==> src/rtl/cpu_phase_sequencer.sv <==
// cpu_phase_sequencer
//   Generates the substitute 6502 clock from TED phi0 and the R/W relatch gate
//   for the 7501 bus bridge. While TED owns the bus (aec low), the CPU is held
//   in phi1 by stretching its clock low, so no CPU cycle overlaps a TED DMA
//   cycle. Skipped TED cycles are counted for debug.
// Ports
//   clk            fast system clock (>= 8x TED phi0), posedge logic
//   rst_n          async active-low reset
//   phi0_ted_i     TED phi0, asynchronous to clk
//   aec_i          TED address enable, low = TED owns bus, asynchronous
//   stall_clr_i    synchronous clear of stall_count_o
//   phi0_6502_o    registered clock to the 6502
//   gate_out_o     1 = bridge may relatch R/W (phi1), 0 = hold
//   cycle_end_o    one-clock pulse with each phi0_6502_o fall
//   stretching_o   1 while the CPU is held in a stretched phi1
//   stall_count_o  saturating count of skipped TED cycles
module cpu_phase_sequencer #(
   parameter int unsigned SYNC_STAGES = 2,
   parameter int unsigned MIN_LOW     = 3,
   parameter int unsigned MIN_HIGH    = 3,
   parameter int unsigned CNT_WIDTH   = 8
) (
   input  logic                 clk,
   input  logic                 rst_n,
   input  logic                 phi0_ted_i,
   input  logic                 aec_i,
   input  logic                 stall_clr_i,
   output logic                 phi0_6502_o,
   output logic                 gate_out_o,
   output logic                 cycle_end_o,
   output logic                 stretching_o,
   output logic [CNT_WIDTH-1:0] stall_count_o
);

   localparam int unsigned LO_W = $clog2(MIN_LOW + 1);
   localparam int unsigned HI_W = $clog2(MIN_HIGH + 1);

   typedef enum logic [1:0] {
      ST_PHI1    = 2'b00,
      ST_STRETCH = 2'b01,
      ST_PHI2    = 2'b10
   } state_e;

   state_e                 state_q, state_d;
   logic [SYNC_STAGES-1:0] ted_sync_q, aec_sync_q;
   logic                   ted_dly_q;
   logic                   rise_pend_q, rise_pend_d;
   logic                   fall_pend_q, fall_pend_d;
   logic [LO_W-1:0]        lo_cnt_q, lo_cnt_d;
   logic [HI_W-1:0]        hi_cnt_q, hi_cnt_d;
   logic                   phi0_q, phi0_d;
   logic                   gate_q, gate_d;
   logic                   cycle_end_q, cycle_end_d;
   logic                   stretching_q, stretching_d;
   logic [CNT_WIDTH-1:0]   stall_q, stall_d;
   logic                   stall_inc;

   logic ted_s, aec_s, rise, fall, lo_ok, hi_ok;

   assign ted_s = ted_sync_q[SYNC_STAGES-1];
   assign aec_s = aec_sync_q[SYNC_STAGES-1];
   assign rise  = ted_s & ~ted_dly_q;
   assign fall  = ~ted_s & ted_dly_q;

   // Counters show clocks elapsed before the current one; comparing against
   // MIN-1 lets the phase end on the clock that completes its minimum width.
   assign lo_ok = (lo_cnt_q >= LO_W'(MIN_LOW - 1));
   assign hi_ok = (hi_cnt_q >= HI_W'(MIN_HIGH - 1));

   // Input synchronizers and edge-detect delay
   always_ff @(posedge clk or negedge rst_n) begin
      if (!rst_n) begin
         ted_sync_q <= '0;
         aec_sync_q <= '0;
         ted_dly_q  <= 1'b0;
      end else begin
         ted_sync_q <= {ted_sync_q[SYNC_STAGES-2:0], phi0_ted_i};
         aec_sync_q <= {aec_sync_q[SYNC_STAGES-2:0], aec_i};
         ted_dly_q  <= ted_s;
      end
   end

   // State, pending flags, phase counters and registered outputs
   always_ff @(posedge clk or negedge rst_n) begin
      if (!rst_n) begin
         state_q      <= ST_PHI1;
         rise_pend_q  <= 1'b0;
         fall_pend_q  <= 1'b0;
         lo_cnt_q     <= '0;
         hi_cnt_q     <= '0;
         phi0_q       <= 1'b0;
         gate_q       <= 1'b1;
         cycle_end_q  <= 1'b0;
         stretching_q <= 1'b0;
         stall_q      <= '0;
      end else begin
         state_q      <= state_d;
         rise_pend_q  <= rise_pend_d;
         fall_pend_q  <= fall_pend_d;
         lo_cnt_q     <= lo_cnt_d;
         hi_cnt_q     <= hi_cnt_d;
         phi0_q       <= phi0_d;
         gate_q       <= gate_d;
         cycle_end_q  <= cycle_end_d;
         stretching_q <= stretching_d;
         stall_q      <= stall_d;
      end
   end

   // Next-state, pending-edge and output decode
   always_comb begin
      state_d     = state_q;
      rise_pend_d = rise_pend_q;
      fall_pend_d = fall_pend_q;
      stall_inc   = 1'b0;
      cycle_end_d = 1'b0;

      case (state_q)
         ST_PHI1: begin
            fall_pend_d = 1'b0;
            rise_pend_d = rise_pend_q | rise;
            if (rise_pend_q && lo_ok) begin
               if (aec_s) begin
                  state_d = ST_PHI2;
               end else begin
                  state_d   = ST_STRETCH;
                  stall_inc = 1'b1;
               end
            end
         end
         ST_STRETCH: begin
            // Low time is long satisfied here; every TED rise is a decision.
            fall_pend_d = 1'b0;
            rise_pend_d = rise_pend_q | rise;
            if (rise_pend_q) begin
               rise_pend_d = rise;
               if (aec_s) begin
                  state_d = ST_PHI2;
               end else begin
                  stall_inc = 1'b1;
               end
            end
         end
         ST_PHI2: begin
            // aec is deliberately ignored: an NMOS 6502 cannot pause in phi2.
            rise_pend_d = 1'b0;
            fall_pend_d = fall_pend_q | fall;
            if (fall_pend_q && hi_ok) begin
               state_d     = ST_PHI1;
               cycle_end_d = 1'b1;
            end
         end
         default: begin
            state_d     = ST_PHI1;
            rise_pend_d = 1'b0;
            fall_pend_d = 1'b0;
         end
      endcase

      // An edge arriving on a state change belongs to the phase being entered.
      if (state_d != state_q) begin
         rise_pend_d = rise & (state_d != ST_PHI2);
         fall_pend_d = fall & (state_d == ST_PHI2);
      end

      phi0_d       = (state_d == ST_PHI2);
      gate_d       = (state_d != ST_PHI2);
      stretching_d = (state_d == ST_STRETCH);
   end

   // Phase-width counters, cleared on each CPU clock transition
   always_comb begin
      lo_cnt_d = lo_cnt_q;
      hi_cnt_d = hi_cnt_q;
      if (phi0_d != phi0_q) begin
         lo_cnt_d = '0;
         hi_cnt_d = '0;
      end else if (!phi0_q) begin
         if (lo_cnt_q != LO_W'(MIN_LOW)) lo_cnt_d = lo_cnt_q + LO_W'(1);
      end else begin
         if (hi_cnt_q != HI_W'(MIN_HIGH)) hi_cnt_d = hi_cnt_q + HI_W'(1);
      end
   end

   // Saturating stall counter; clear beats a same-cycle increment
   always_comb begin
      stall_d = stall_q;
      if (stall_clr_i) begin
         stall_d = '0;
      end else if (stall_inc && (stall_q != {CNT_WIDTH{1'b1}})) begin
         stall_d = stall_q + CNT_WIDTH'(1);
      end
   end

   assign phi0_6502_o   = phi0_q;
   assign gate_out_o    = gate_q;
   assign cycle_end_o   = cycle_end_q;
   assign stretching_o  = stretching_q;
   assign stall_count_o = stall_q;

endmodule
==> config.mk <==
export PLATFORM = sky130hd
export DESIGN_NAME = cpu_phase_sequencer
export DESIGN_NICKNAME = d
export VERILOG_FILES = /design/src/rtl/cpu_phase_sequencer.sv
export SDC_FILE = /design/constraint.sdc
export NUM_CORES = 1
export LEC_CHECK = 0
export CAP_MARGIN = 25
export CORE_UTILIZATION = 45
export DETAILED_ROUTE_END_ITERATION = 12
export PLACE_DENSITY = 0.66
export SETUP_SLACK_MARGIN = 0.2
export SYNTH_ARGS = -nofsm -noshare
export SYNTH_HDL_FRONTEND = slang
export SYNTH_SLANG_ARGS = --single-unit
export TNS_END_PERCENT = 10
==> constraint.sdc <==
create_clock -name clk -period 6.8 [get_ports clk]
set_clock_uncertainty 0.05 [all_clocks]
set_input_delay 1.02 -clock clk [delete_from_list [all_inputs] [get_ports clk]]
set_output_delay 1.02 -clock clk [all_outputs]
set_load 0.05 [all_outputs]
==> impl_metrics.csv, run 1 <==
group,metric,value,unit
route,vias,878,
synth,ys.flop_type,"dfrtp_1",
placed_design,placed_area,1459,µm²
global_route,grt_pass1_wl,3.443,mm
synth,synth_cell_types,34,
setup_path,crit_path_max_fanout,6,
global_route,antenna_found_initial,0,
setup_path,cp_slowest_stage_delay,0.85,ns
setup_path,r2r-start,"lo_cnt_q[1]$_DFFE_PN0P_",
sta,final_max_slew_viol_count,0,
sta,timing.hold.ws,0.3199,ns
setup_path,rrSetupSlack,4.17,ns
cts,cts_hold_buf,0,
synth,synth_nets,129,
outcome,outcome,"complete, no violations",
setup_path,endpoint,"stall_count_o[2]",
worst_hold_path,hp-class,"flop to flop",
route,avgRoutedWirePerCell,12.53,µm
pwr,powerDensity,325.4,nW/µm²
placed_design,numPortBuffers,16,
placed_design,place_inst,161,
floorplanning,die_area,3044,µm²
global_route,grt_pass1_vias,800,
sta,hold_viol_final,0,
sta,setup_viol,0,
floorplanning,core,2567,µm²
floorplanning,row_count,18,
cts,cts.htree.levels,1,
sta,period_needed,2.729,ns
synth,syn_area_per_cell,10.88,µm²
cts,cts_tree,"yes",
cts,post_cts.repair.setup_buffers,0,
pwr,vdd_drop_max,0.0002073,V
sta,clock.fmax,0.3664,GHz
synth,synth_edf_count,0,
setup_path,cpLargestDelayFamily,"buffers and inverters",
cts,clk_latency,0.31,ns
setup_path,cp_data_arrival_time,1.66,ns
synth,synthCells,117,
placed_design,hpwlAfterDp,1.582,mm
final_layout,layout-drive-gt1-share,12.59,%
setup_path,startpoint,"stall_count_o[2]$_DFFE_PN0P_",
route,wl,2.067,mm
floorplanning,io_pins,17,
setup_path,critPathRequiredTime,5.73,ns
sta,finalCritPeriodShare,40.14,%
route,drc,0,
final_layout,n_antenna_cell,0,
setup_path,worst_path_max_delay_cell,"clkdlybuf4s50_1",
route,firstDrtPassIters,4,
final_layout,area_growth_syn_to_layout,16.81,%
final_layout,finalNetCount,148,
setup_path,critPathKind,"flop to primary output",
setup_path,worstPathCellList,"clkdlybuf4s50_1",
cts,path_clk_slew,0.12,ns
setup_path,cp-start-kind,"flop",
floorplanning,die_y,55.18,µm
cts,ctsResizeCount,0,
final_layout,final_area,1486,µm²
final_layout,stdcell_count,165,
floorplanning,die_x,55.18,µm
final_layout,fin_util,57.89,%
synth,synthArstFlopShare,100.0,%
pwr,p_total,483.7,µW
sta,rsz0062_at_grt,"false",
synth,synth-seq-cells,25,
synth,ys_warn_count,0,
synth,netlist_area,1272,µm²
setup_path,r2r_cells,8,
global_route,grt_max_degree,15,
route,ant_nets,0,
placed_design,pre_cts_ws,4.194,ns
route,drt_iter0_drc,10,
cts,cts_made_buffers,3,
setup_path,worstReg2RegEnd,"lo_cnt_q[1]$_DFFE_PN0P_",
cts,cts_buffer_depth,2,
sta,relSlewSlack,63.25,%
run,drv_cap,0,
synth,yosysSeqAreaShare,49.26,%
sta,worst_slew_pin_slew,0.5495,ns
pwr,p_leak,0.6295,nW
global_route,grt-ovfl-total,0,
cts,clock_tree.root_cell,"clkbuf_4",
floorplanning,start_util,49.56,%
placed_design,gp_congestion,0.7429,
route,avgViaCountPerCell,5.321,
global_route,grt_use_total,16.56,%
cts,clock_sinks,25,
setup_path,end_kind,"primary output",
sta,fin_setup_tns,0,ns
setup_path,cp.depth,1,
setup_path,cp.buffers_inverters,1,
sta,setup_slack,4.071,ns
-- sequential cells by signal (all words and copies together), names as in the netlist --
register and cells:
aec_sync_q 2, rise_pend_q 1, hi_cnt_q 2, fall_pend_q 1, state_q 2, ted_dly_q 1
stall_count_o 8, lo_cnt_q 2, phi0_6502_o 1, cycle_end_o 1, gate_out_o 1, stretching_o 1
ted_sync_q 2
-- layout by cell type, fill, tap and decap left out, types with 2 or more instances in the layout --
master / count
a21oi_1: 4
a221oi_1: 2
clkbuf_4: 3
clkdlybuf4s50_1: 16
dfrtp_1: 24
ha_1: 7
inv_1: 8
mux2_2: 5
mux2i_1: 3
nand2_1: 8
nand2b_1: 5
nand3_1: 2
nand4_1: 3
nor2_1: 14
nor2b_1: 2
nor3_1: 4
nor3_4: 2
nor4_1: 2
o21ai_0: 4
-- cell families (layout without fill, tap and decap cells) --
group	count (synthesis)	after routing	synth area share, %
AO/OA/AOI/OAI	18	18	11.01
adder cells (fa/ha/maj)	7	7	6.883
buffers and inverters	11	29	4.424
flip-flops	25	25	49.26
multiplexers	9	9	7.669
AND/OR/NAND/NOR	47	47	20.75
-- cells in the mapped netlist, types with 3 or more instances --
cell type	number	area (µm²)
a21oi_1	4	20.02
dfrtp_1	24	600.6
ha_1	7	87.58
inv_1	8	30.03
mux2_2	5	56.30
mux2i_1	3	30.03
nand2_1	8	30.03
nand2b_1	5	31.28
nand4_1	3	18.77
nor2_1	14	52.55
nor3_1	4	20.02
o21ai_0	4	20.02
-- report_power, final --
part           switching [mW]  internal [mW]
combinational           0.119         0.0870
clock                  0.0425         0.0220
sequential             0.0335          0.180
-- worst min-delay path by stage --
stage	start	end	slack [ns]	cells after the start
floorplan	aec_sync_q[0]$_DFF_PN0_	aec_sync_q[1]$_DFF_PN0_	0.28	0
finish	aec_sync_q[0]$_DFF_PN0_	aec_sync_q[1]$_DFF_PN0_	0.32	0
global route	aec_sync_q[0]$_DFF_PN0_	aec_sync_q[1]$_DFF_PN0_	0.33	0
CTS	aec_sync_q[0]$_DFF_PN0_	aec_sync_q[1]$_DFF_PN0_	0.32	0
global placement	aec_sync_q[0]$_DFF_PN0_	aec_sync_q[1]$_DFF_PN0_	0.29	0
detailed placement	aec_sync_q[0]$_DFF_PN0_	aec_sync_q[1]$_DFF_PN0_	0.29	0
-- layout make-up --
type / instances / area, µm²
timing repair buffer: 17 / 175.2
clock buffer: 3 / 22.52
inverter: 8 / 30.03
clock inverter: 1 / 5.005
tap: 30 / 37.54
multi-input combinational: 81 / 589.3
fill: 240 / 1081
sequential: 25 / 626.9
-- routing by layer --
layer | vias to the layer above | routed length [µm] | global-route usage, %
li1 | 446 | - | -
met1 | 411 | 1106 | 22.72
met2 | 16 | 859 | 25.10
met3 | 5 | 66 | 3.279
met4 | 0 | 35 | 7.500
met5 | - | 0 | 0
No activity file was read; power rests on OpenSTA's default activity.
==> run 2: changes to the inputs <==
--- a/config.mk
+++ b/config.mk
@@ -8,7 +8,7 @@
 export CAP_MARGIN = 25
 export CORE_UTILIZATION = 45
 export DETAILED_ROUTE_END_ITERATION = 12
-export PLACE_DENSITY = 0.66
+export PLACE_DENSITY = 0.69
 export SETUP_SLACK_MARGIN = 0.2
 export SYNTH_ARGS = -nofsm -noshare
 export SYNTH_HDL_FRONTEND = slang
==> constraint.sdc (replaced) <==
create_clock -name clk -period 2.41 [get_ports clk]
set_clock_uncertainty 0.05 [all_clocks]
set_input_delay 0.3615 -clock clk [delete_from_list [all_inputs] [get_ports clk]]
set_output_delay 0.3615 -clock clk [all_outputs]
set_load 0.05 [all_outputs]
==> run 2 against run 1 <==
  * Final area rose by 5.9%
  * Clock power rose to 2.8 times the previous value
  * Flip-flop and latch count did not move
  * Die area did not move
  * Non-clock buffer count rose by 8
  * Via count rose by 5.4%
  * Global-route usage rose by 1.4 points
  * Largest cell class unchanged
  * Highest routed layer unchanged
==> impl_metrics.csv, run 2 (same netlist as run 1, synthesis figures left out) <==
group,metric,value,unit
placed_design,gp_congestion,0.7803,
floorplanning,die_y,55.18,µm
final_layout,layout_commonest_cell,"dfrtp_1",
setup_path,cp_slowest_stage_delay,0.44,ns
outcome,outcome,"complete, no violations",
floorplanning,row_count,18,
final_layout,n_antenna_cell,0,
sta,relSlewSlack,67.17,%
setup_path,worstPathCellList,"ha_1 -> o21a_2 -> o32ai_4 -> inv_2 -> ha_1 -> inv_1 -> a22oi_2 -> mux2_2",
cts,cts.htree.levels,1,
global_route,grt-ovfl-total,0,
route,avgViaCountPerCell,5.347,
cts,clk_latency,0.31,ns
final_layout,finalNetCount,156,
route,avgRoutedWirePerCell,13.02,µm
setup_path,worst_path_max_delay_cell,"dfrtp_1",
floorplanning,die_x,55.18,µm
floorplanning,io_pins,17,
pwr,p_leak,0.6669,nW
sta,rsz0062_at_grt,"true",
final_layout,fillCellCount,214,
sta,period_needed,2.137,ns
floorplanning,start_util,49.56,%
cts,cts_hold_buf,0,
cts,cts_buffer_depth,2,
sta,finalCritPeriodShare,88.65,%
sta,worst_slew_pin_slew,0.4909,ns
final_layout,final_cell_mix,"dfrtp_1 (23), clkdlybuf4s50_1 (16), nor2_1 (14), buf_4 (9), nand2_1 (8)",
sta,setup_viol,0,
sta,clock.fmax,0.4680,GHz
setup_path,end_kind,"flop",
setup_path,critPathRequiredTime,2.57,ns
route,firstDrtPassIters,4,
sta,final_max_slew_viol_count,0,
global_route,grt_pass1_vias,857,
cts,clock_tree.root_cell,"clkbuf_4",
placed_design,numPortBuffers,16,
setup_path,cp-start-kind,"flop",
final_layout,largest_reg_flops,8,
final_layout,area_growth_syn_to_layout,23.70,%
cts,cts_made_buffers,3,
route,vias,925,
route,drc,0,
cts,cts_tree,"yes",
route,ant_nets,0,
sta,hold_viol_final,0,
sta,fin_setup_tns,0,ns
route,wl,2.252,mm
final_layout,layout-drive-gt1-share,22.38,%
global_route,grt_use_total,17.96,%
setup_path,critPathKind,"flop to flop",
run,drv_cap,0,
sta,timing.hold.ws,0.3135,ns
global_route,grt_pass1_wl,3.822,mm
floorplanning,core,2567,µm²
global_route,grt_max_degree,26,
global_route,antenna_found_initial,0,
cts,path_clk_slew,0.13,ns
pwr,vdd_drop_max,0.0005602,V
setup_path,rrSetupSlack,0.27,ns
setup_path,cp_data_arrival_time,2.30,ns
floorplanning,die_area,3044,µm²
route,drt_iter0_drc,7,
cts,clock_sinks,25,
setup_path,critPathMostFrequentCell,"ha_1",
placed_design,hpwlAfterDp,1.639,mm
pwr,powerDensity,978.6,nW/µm²
setup_path,crit_path_max_fanout,4,
worst_hold_path,hp-class,"flop to flop",
[run 2: path summary, 6_finish.rpt]
kind	from	cells after the start	end
setup / recovery	hi_cnt_q[1]$_DFFE_PN0P_	8	lo_cnt_q[0]$_DFFE_PN0P_
hold / removal	aec_sync_q[0]$_DFF_PN0_	0	aec_sync_q[1]$_DFF_PN0_
setup reg to reg	hi_cnt_q[1]$_DFFE_PN0P_	8	lo_cnt_q[0]$_DFFE_PN0P_
hold reg to reg	aec_sync_q[0]$_DFF_PN0_	0	aec_sync_q[1]$_DFF_PN0_
max in group asynchronous	rst_n	2	gate_out_o$_DFF_PN1_
min in group asynchronous	rst_n	2	cycle_end_o$_DFF_PN0_
[run 2: final cells by class]
| type | instances | area, µm² | area share (%) |
|---|---|---|---|
| well taps | 30 | 37.54 | 2.385 |
| clock buffers | 3 | 22.52 | 1.431 |
| flip-flops and latches | 25 | 628.1 | 39.90 |
| inverters | 8 | 30.03 | 1.908 |
| clock inverters | 1 | 5.005 | 0.3180 |
| repair buffers | 25 | 227.7 | 14.47 |
| multi-input cells | 81 | 623.1 | 39.59 |
[run 2: repair_timing]
action	in CTS	in global routing
setup buffers	4	3
pin swaps	0	2
endpoints found under the setup margin	3	3
resized for setup	3	3
gates cloned	0	0
[run 2: layer usage]
metal / track usage (%) / wire length, µm / up-vias / share of wire [%]
li1: - / - / 464 / -
met1: 23.42 / 1107 / 442 / 49
met2: 30.32 / 1048 / 15 / 47
met3: 3.279 / 72 / 4 / 3.2
met4: 5.000 / 23 / 0 / 1.0
met5: 0 / 0 / - / 0
[run 2: stage by stage]
stage | util, % | total power [mW] | setup WS [ns] | cells | cell area, µm²
after floorplan | - | 1.087 | 0.1994 | 117 | 1287
after global placement | 57.41 | 1.205 | 0.2435 | 162 | 1474
after detailed placement | 57.41 | 1.239 | 0.1585 | 162 | 1474
after CTS | 60.38 | 1.509 | 0.2135 | 170 | 1550
after global routing | 61.31 | 1.670 | 0.1729 | 173 | 1574
final | 61.31 | 1.540 | 0.2735 | 173 | 1574
[run 2: critical path, delay by kind of cell (launching register included)]
family | cells | cell delay, ns
compound gates | 3 | 0.59
mux | 1 | 0.35
buf+inv | 2 | 0.13
flops | 1 | 0.44
fa+ha+maj | 2 | 0.48
[run 2: power by group]
group | leakage, nW | internal, mW | total (mW) | switching [mW]
sequential | 0.322 | 0.509 | 0.593 | 0.0840
clock | 0.0177 | 0.0620 | 0.180 | 0.118
combinational | 0.327 | 0.360 | 0.767 | 0.407
==> run 3: changes to the inputs <==
--- a/config.mk
+++ b/config.mk
@@ -6,9 +6,9 @@
 export NUM_CORES = 1
 export LEC_CHECK = 0
 export CAP_MARGIN = 25
-export CORE_UTILIZATION = 45
+export CORE_UTILIZATION = 48
 export DETAILED_ROUTE_END_ITERATION = 12
-export PLACE_DENSITY = 0.69
+export PLACE_DENSITY = 0.73
 export SETUP_SLACK_MARGIN = 0.2
 export SYNTH_ARGS = -nofsm -noshare
 export SYNTH_HDL_FRONTEND = slang
==> run 3 against run 2 <==
  * Worst setup slack better by 0.034 ns
  * Maximum frequency increased by 1.6%
  * Sequential share of layout area grew 0.78 points
  * Hold slack better by 0.0023 ns
  * Final area is 1.9% lower
  * Core utilization up 0.46 points
  * Die area down 6.0%
  * Flip-flop and latch count unchanged
  * Combinational power down 9.6%
  * Clock power grew 3%
  * Register-to-register slack better by 0.03 ns
  * Wire length decreased by 5.7%
==> impl_metrics.csv, run 3 (same netlist as run 1, synthesis figures left out) <==
group,metric,value,unit
outcome,outcome,"complete, no violations",
setup_path,critPathKind,"flop to flop",
floorplanning,io_pins,17,
pwr,powerDensity,959.7,nW/µm²
floorplanning,start_util,50.90,%
floorplanning,die_area,2861,µm²
final_layout,seq_area,628.1,µm²
route,avgViaCountPerCell,5.485,
setup_path,worst_path_max_delay_cell,"dfrtp_1",
placed_design,placed_area,1474,µm²
sta,period_needed,2.102,ns
final_layout,final_cell_mix,"dfrtp_1 (23), clkdlybuf4s50_1 (16), nor2_1 (14), nand2_1 (8), inv_1 (7)",
cts,cts_buffer_depth,2,
setup_path,cp-start-kind,"flop",
floorplanning,row_count,18,
route,drt_iter0_drc,6,
setup_path,crit_path_max_fanout,3,
global_route,grt_max_degree,26,
floorplanning,die_y,53.49,µm
final_layout,finalNetCount,152,
setup_path,worstPathCellList,"inv_1 -> ha_4 -> nor3_4 -> o32ai_4 -> inv_2 -> ha_1 -> inv_1 -> a22oi_2 -> mux2_2",
setup_path,cpLargestDelayFamily,"compound AO/OA/AOI/OAI gates",
pwr,vdd_drop_max,0.0005342,V
cts,clk_latency,0.31,ns
setup_path,critPathRequiredTime,2.58,ns
final_layout,layout-drive-gt1-share,19.42,%
setup_path,cp.buffers_inverters,3,
route,firstDrtPassIters,4,
pwr,p_leak,0.6476,nW
cts,clock_tree.root_cell,"clkbuf_4",
placed_design,numPortBuffers,16,
global_route,grt_pass1_wl,3.670,mm
route,drc,0,
sta,fin_setup_tns,0,ns
placed_design,gp_congestion,0.8495,
global_route,grt-ovfl-total,0,
setup_path,cp_slowest_stage_delay,0.42,ns
final_layout,stdcell_count,169,
cts,cts_tree,"yes",
route,ant_nets,0,
setup_path,end_kind,"flop",
setup_path,cp_data_arrival_time,2.27,ns
floorplanning,die_x,53.49,µm
floorplanning,core,2500,µm²
sta,finalCritPeriodShare,87.23,%
final_layout,fillCellCount,205,
route,vias,927,
final_layout,n_antenna_cell,0,
global_route,grt_use_total,18.04,%
sta,clock.fmax,0.4757,GHz
setup_path,critPathMostFrequentCell,"inv_1",
final_layout,fin_util,61.76,%
route,wl,2.124,mm
cts,cts_made_buffers,3,
sta,relSlewSlack,66.23,%
final_layout,largest_reg_flops,8,
sta,rsz0062_at_grt,"true",
placed_design,hpwlAfterDp,1.538,mm
cts,cts.htree.levels,1,
final_layout,multi_input_area,623.1,µm²
route,avgRoutedWirePerCell,12.57,µm
final_layout,layout_commonest_cell,"dfrtp_1",
cts,clock_sinks,25,
run,drv_cap,0,
final_layout,final_area,1544,µm²
sta,worst_slew_pin_slew,0.5049,ns
sta,final_max_slew_viol_count,0,
cts,path_clk_slew,0.13,ns
final_layout,area_growth_syn_to_layout,21.34,%
global_route,antenna_found_initial,0,
sta,hold_viol_final,0,
pwr,p_total,1.482,mW
worst_hold_path,hp-class,"flop to flop",
sta,setup_viol,0,
global_route,grt_pass1_vias,882,
placed_design,place_inst,162,
[run 3: cell count changes in the layout (fill, tap and decap cells not counted)]
cell   previous run  this run
buf_4             9         5
inv_1             6         7
inv_2             2         1
[run 3: timing repair]
action                     CTS  global route
resized for setup            2             3
hold endpoints to repair     0             0
hold buffers                 0             0
pin swaps                    0             3
gates cloned                 0             0
setup endpoints to repair    3             3
buffers inserted             0             3
[run 3: stage by stage]
step	worst slack [ns]	hold slack, ns
after floorplan	0.1994	0.01591
after CTS	0.1763	0.3181
after global placement	0.2395	0.2856
after detailed placement	0.1653	0.2871
after global routing	0.1787	0.3216
final	0.3077	0.3158
[run 3: final timing paths]
check	start	end	slack, ns	cells after the start
max	lo_cnt_q[0]$_DFFE_PN0P_	lo_cnt_q[0]$_DFFE_PN0P_	0.31	9
min	aec_sync_q[0]$_DFF_PN0_	aec_sync_q[1]$_DFF_PN0_	0.32	0
max reg2reg	lo_cnt_q[0]$_DFFE_PN0P_	lo_cnt_q[0]$_DFFE_PN0P_	0.31	9
min reg2reg	aec_sync_q[0]$_DFF_PN0_	aec_sync_q[1]$_DFF_PN0_	0.32	0
max in group asynchronous	rst_n	gate_out_o$_DFF_PN1_	1.69	2
min in group asynchronous	rst_n	stretching_o$_DFF_PN0_	0.33	2
[run 3: where the power goes]
part | total [mW] | leakage [nW] | switching (mW) | internal, mW
clock network | 0.185 | 0.0177 | 0.123 | 0.0621
logic | 0.693 | 0.308 | 0.377 | 0.317
registers | 0.603 | 0.322 | 0.0938 | 0.509
[run 3: routing by layer]
layer | track usage (%) | part of all wire (%) | vias to the layer above
met1 | 23.36 | 50 | 450
met2 | 28.13 | 45 | 19
met3 | 3.448 | 4.2 | 4
li1 | - | - | 454
met5 | 0 | 0 | -
met4 | 9.649 | 1.2 | 0
[run 3: worst register-to-register path: stages (launching register included)]
cell and delay [ns]:
dfrtp_1 0.42, inv_1 0.10, ha_4 0.16, nor3_4 0.06, o32ai_4 0.29, inv_2 0.07, ha_1 0.27, inv_1 0.06
a22oi_2 0.19, mux2_2 0.36
[run 3: cell type report]
| type | instances | share of cell area [%] |
|---|---|---|
| sequential | 25 | 40.68 |
| multi-input combinational | 81 | 40.36 |
| timing repair buffer | 21 | 12.80 |
| tap | 30 | 2.431 |
| inverter | 8 | 1.945 |
| clock buffer | 3 | 1.459 |
| clock inverter | 1 | 0.3241 |
